File: config.mk
export PLATFORM = sky130hd
export DESIGN_NAME = memory_arbiter
export DESIGN_NICKNAME = d
export VERILOG_FILES = /design/src/rtl/memory_arbiter.sv
export SDC_FILE = /design/constraint.sdc
export NUM_CORES = 1
export LEC_CHECK = 0
export BUFFER_PORTS_ARGS = -buffer_cell sky130_fd_sc_hd__buf_2
export CAP_MARGIN = 20
export CORE_AREA = 2 2 167 169
export CTS_CLUSTER_SIZE = 28
export DETAILED_ROUTE_END_ITERATION = 8
export DIE_AREA = 0 0 169 171
export GPL_ROUTABILITY_DRIVEN = 0
export HOLD_SLACK_MARGIN = 0.05
export SLEW_MARGIN = 20
export SYNTH_ARGS = -nofsm -noshare
export SYNTH_HDL_FRONTEND = slang
export SYNTH_SLANG_ARGS = --single-unit
File: constraint.sdc
create_clock -name CLK -period 2.55 [get_ports CLK]
set_input_delay 0.255 -clock CLK [delete_from_list [all_inputs] [get_ports CLK]]
set_output_delay 0.255 -clock CLK [all_outputs]
set_load 0.02 [all_outputs]
File: src/rtl/memory_arbiter.sv
// rtl/memory_arbiter.sv - arbitrates two dcache and two icache requesters onto one RAM port
// Dcache grants hold the port for a whole block; data and instruction classes alternate.
module memory_arbiter #(
    parameter int CPUS  = 2,
    parameter int BURST = 2
) (
    input  logic                      CLK,
    input  logic                      RST,
    input  logic [CPUS-1:0]           iREN,
    input  logic [CPUS-1:0][31:0]     iaddr,
    output logic [CPUS-1:0]           iwait,
    output logic [CPUS-1:0][31:0]     iload,
    input  logic [CPUS-1:0]           dREN,
    input  logic [CPUS-1:0]           dWEN,
    input  logic [CPUS-1:0][31:0]     daddr,
    input  logic [CPUS-1:0][31:0]     dstore,
    output logic [CPUS-1:0]           dwait,
    output logic [CPUS-1:0][31:0]     dload,
    output logic                      ramREN,
    output logic                      ramWEN,
    output logic [31:0]               ramaddr,
    output logic [31:0]               ramstore,
    input  logic [31:0]               ramload,
    input  logic                      ramwait
);

    localparam int WCW = $clog2(BURST) + 1;

    typedef enum logic [1:0] {
        IDLE   = 2'd0,
        DGRANT = 2'd1,
        IGRANT = 2'd2
    } state_t;

    state_t           r_state;
    state_t           w_state_next;
    logic             r_owner;
    logic             r_rr_d;
    logic             r_rr_i;
    logic             r_last_d;
    logic [WCW-1:0]   r_wcnt;

    logic [CPUS-1:0]  w_dreq;
    logic             w_any_d;
    logic             w_any_i;
    logic             w_d_pick;
    logic             w_i_pick;
    logic             w_own_dreq;
    logic             w_own_ireq;
    logic [WCW-1:0]   w_wcnt_inc;
    logic             w_exit_d;
    logic             w_exit_i;

    assign w_dreq     = dREN | dWEN;
    assign w_any_d    = |w_dreq;
    assign w_any_i    = |iREN;
    // A lone requester wins outright; a tie goes to the class pointer.
    assign w_d_pick   = (w_dreq[0] && w_dreq[1]) ? r_rr_d : w_dreq[1];
    assign w_i_pick   = (iREN[0] && iREN[1]) ? r_rr_i : iREN[1];
    assign w_own_dreq = w_dreq[r_owner];
    assign w_own_ireq = iREN[r_owner];
    assign w_wcnt_inc = r_wcnt + WCW'(1);

    assign dload = {CPUS{ramload}};
    assign iload = {CPUS{ramload}};

    always_ff @(posedge CLK) begin
        if (RST) begin
            r_state  <= IDLE;
            r_owner  <= 1'b0;
            r_rr_d   <= 1'b0;
            r_rr_i   <= 1'b0;
            r_last_d <= 1'b0;
            r_wcnt   <= '0;
        end else begin
            r_state <= w_state_next;
            case (r_state)
                IDLE: begin
                    if (w_state_next == IGRANT) begin
                        r_owner <= w_i_pick;
                        r_wcnt  <= '0;
                    end else if (w_state_next == DGRANT) begin
                        r_owner <= w_d_pick;
                        r_wcnt  <= '0;
                    end
                end
                DGRANT: begin
                    if (w_own_dreq && !ramwait) begin
                        r_wcnt <= w_wcnt_inc;
                    end
                    if (w_exit_d) begin
                        r_rr_d   <= ~r_owner;
                        r_last_d <= 1'b1;
                    end
                end
                IGRANT: begin
                    if (w_exit_i) begin
                        r_rr_i   <= ~r_owner;
                        r_last_d <= 1'b0;
                    end
                end
                default: ;
            endcase
        end
    end

    always_comb begin
        w_state_next = r_state;
        w_exit_d     = 1'b0;
        w_exit_i     = 1'b0;
        case (r_state)
            IDLE: begin
                if (w_any_i && (!w_any_d || r_last_d)) begin
                    w_state_next = IGRANT;
                end else if (w_any_d) begin
                    w_state_next = DGRANT;
                end
            end
            DGRANT: begin
                if (!w_own_dreq || (!ramwait && (w_wcnt_inc == WCW'(BURST)))) begin
                    w_state_next = IDLE;
                    w_exit_d     = 1'b1;
                end
            end
            IGRANT: begin
                if (!w_own_ireq || !ramwait) begin
                    w_state_next = IDLE;
                    w_exit_i     = 1'b1;
                end
            end
            default: w_state_next = IDLE;
        endcase
    end

    always_comb begin
        iwait    = '1;
        dwait    = '1;
        ramREN   = 1'b0;
        ramWEN   = 1'b0;
        ramaddr  = 32'd0;
        ramstore = 32'd0;
        case (r_state)
            DGRANT: begin
                if (w_own_dreq) begin
                    // A simultaneous read and write is served as a write.
                    ramWEN         = dWEN[r_owner];
                    ramREN         = dREN[r_owner] & ~dWEN[r_owner];
                    ramaddr        = daddr[r_owner];
                    ramstore       = dstore[r_owner];
                    dwait[r_owner] = ramwait;
                end
            end
            IGRANT: begin
                if (w_own_ireq) begin
                    ramREN         = 1'b1;
                    ramaddr        = iaddr[r_owner];
                    iwait[r_owner] = ramwait;
                end
            end
            default: ;
        endcase
    end

endmodule

==> flow_metrics.py <==
metrics = {
    "floorplan": {
        "start_util": 0.1213,
        "io_pins": 431,
        "rows": 61,
        "die_x_um": 169,
        "coreArea_mm2": 0.02732,
        "die_area_mm2": 0.02890,
        "die_height_um": 171,
    },
    "worst_setup_path": {
        "endpoint_kind": "register",
        "endpoint": "r_wcnt[1]",
        "cp-startpoint": "r_owner",
        "crit_required_ps": 2720,
        "r2r_cells": 7,
        "crit_fanout": 5,
        "rr_endpoint": "r_wcnt[1]",
        "regToRegSetupSlack_ps": 110,
        "r2r_start": "r_owner",
        "start_kind": "register",
        "cp.arrival_ps": 2610,
        "crit_type": "register to register",
    },
    "global_route": {
        "busiest_layer": "met2",
        "use_met2": 0.1347,
        "grt_first_pass_wirelength_um": 16460,
        "overflow": 0,
        "grtUsageTotal": 0.07193,
        "grt_max_degree": 60,
        "grt_pass1_vias": 3164,
        "gr-usage-met3": 0.02082,
        "met1_usage": 0.07340,
        "antenna_found_initial": 0,
    },
    "cells_and_area": {
        "fin_nets": 808,
        "seqCellArea_um2": 163.9,
        "multi_input_area_mm2": 0.002023,
        "fillers": 3150,
        "drive_gt1_frac": 0.5211,
        "instances_no_fill": 914,
        "antenna_cells": 0,
        "syn2layout_area_growth_pct": 26.47,
        "stdcell_area_mm2": 0.004190,
    },
    "yosys": {
        "synth_seq_area_share": 0.04834,
        "ys.warnings.count": 0,
        "synth_top_area_share": 0.3036,
        "yosys.area.top_type": "buf_4",
        "synth.distinct_cells": 41,
        "synth.most_common_cell": "buf_4",
        "netlist_top_cells_count": "buf_4 (134), mux2i_1 (97), nor2_1 (39)",
        "ys_seq_elements": 8,
        "syn-cell-area_mm2": 0.003313,
        "syn_inst": 438,
        "ys.flop_type": "dfxtp_1",
        "synthArstFlopShare": 0,
        "syn-num-nets": 677,
        "synth.area.top_cells": "buf_4 (30%), mux2i_1 (29%), and2_1 (6.2%)",
        "synth_area_per_cell_um2": 7.564,
        "synth_edf_count": 0,
    },
    "power_and_ir_drop": {
        "comb_power_share": 0.831,
        "p_total_uw": 2808,
        "power.leakage_uw": 0.001990,
        "p_switching_uw": 1459,
        "switching_share": 0.5194,
        "vdd_drop_max_mv": 0.2796,
        "power_density_mw_per_mm2": 670.2,
        "intPower_uw": 1350,
        "p_seq_frac": 0.068,
        "power_frac_clock": 0.101,
    },
    "sta": {
        "worstMarginPinSlew_ps": 771.3,
        "max_freq_ghz": 0.4094,
        "slew_violations": 0,
        "slew_headroom": 0.4858,
        "rsz0062_at_grt": "false",
        "finalClockSkew_ps": 2.519,
        "setup_viol": 0,
        "hold_viol_final": 0,
        "final.setup.tns_ps": 0,
        "min_period_over_period": 0.9580,
        "period_needed_ps": 2443,
    },
    "detailed_routing": {
        "route.detailed.drc": 0,
        "drtIter0Drc": 127,
        "viasPerCell": 3.809,
        "dr.pass1.iters": 4,
        "ant_nets": 0,
        "postRouteWirelength_um": 11680,
        "vias": 3481,
        "routedWlPerCell_um": 12.78,
    },
    "clocking": {
        "cts.sinks": 8,
        "cts_buffers": 3,
        "insertion_delay_ps": 240,
        "path_clk_slew_ps": 40,
        "clk_path_buf_depth": 2,
        "h-tree-depth": 1,
        "cts-root-buf": "clkbuf_16",
        "cts_tree": "yes",
        "postCtsSetupBuffers": 0,
    },
    "placed_design": {
        "placedInstanceArea_mm2": 0.004104,
        "placed_cells": 910,
        "portBuffers": 270,
        "place.detailed.hpwl_um": 9666,
    },
    "outcome": {
        "status": "finished clean",
    },
    "job": {
        "maxCapViolations": 0,
    },
    "worst_hold_path": {
        "hold_path_class": "input port to register",
    },
}
registers in the layout, summed over array words and instances (netlist names):
register  count
r_state       2
r_wcnt        2
r_last_d      1
r_owner       1
r_rr_d        1
r_rr_i        1
cell usage in the layout, fill, tap and decap left out, drive strengths merged, types with 4 or more instances in the layout:
cell type | netlist | final
inv | 5 | 5
and2 | 33 | 33
o21ai | 5 | 5
buf | 151 | 284
o22ai | 32 | 32
clkbuf | 7 | 4
or4 | 4 | 4
nor2 | 39 | 39
ha | 6 | 6
or3 | 4 | 4
nand3 | 7 | 7
nand2 | 5 | 5
dfxtp | 8 | 8
mux2i | 97 | 97
worst min-delay path by stage:
stage	from	to	slack (ps)	depth (start not counted)
4_1_cts	RST	r_wcnt[1]	330	2
5_1_grt	RST	r_wcnt[0]	370	2
3_3_place_gp	r_wcnt[1]	r_wcnt[1]	470	2
3_5_place_dp	r_wcnt[1]	r_wcnt[1]	480	2
6_report	RST	r_wcnt[0]	330	2
2_1_floorplan	ramwait	r_wcnt[1]	440	2
metrics by stage:
stage	utilization	hold WS, ps	setup WS [ps]
floorplan	-	439.2	111.1
detailed placement	0.1502	480.9	88.26
finish	0.1534	333.3	107.1
CTS	0.1531	331.1	94.96
global route	0.1534	370.9	1.148
global placement	0.1502	468.6	151.5
power by group through the flow:
stage | logic [uW] | clock network, uW | registers (uW)
floorplan | 1910 | 0 | 177
global placement | 2320 | 0 | 190
detailed placement | 2360 | 0 | 193
CTS | 2360 | 286 | 191
global route | 2550 | 293 | 198
finish | 2330 | 283 | 191
timing repair:
action	CTS	global route
gates resized for setup	0	2
hold buffers	0	0
setup endpoints to repair	0	1
layout make-up:
type | count | share of cell area
Multi-Input combinational cell | 266 | 0.4828
Inverter | 6 | 0.005375
Timing Repair Buffer | 284 | 0.3506
Sequential cell | 8 | 0.03912
Clock buffer | 4 | 0.01881
Tap cell | 346 | 0.1033
cell families after synthesis:
kind of cell,Yosys count,synth area share
flip-flops,8,0.04834
multiplexers,98,0.2964
AO/OA/AOI/OAI,57,0.1182
AND/OR/NAND/NOR,105,0.1703
adder cells (fa/ha/maj),6,0.02266
buffers and inverters,164,0.3440
critical path, cell delays in order (launching register included):
cell and delay [ps]:
dfxtp_4 370, or3b_1 460, a32oi_2 310, o221ai_1 200, ha_1 310, and2_1 170
or4_1 390, a21oi_1 140
routing by layer:
| layer | up-vias | part of all wire |
|---|---|---|
| met3 | 42 | 0.11 |
| met2 | 232 | 0.50 |
| met1 | 1540 | 0.35 |
| li1 | 1667 | - |
| met5 | - | 0 |
| met4 | 0 | 0.035 |
Power figures use the tool's default switching activity.
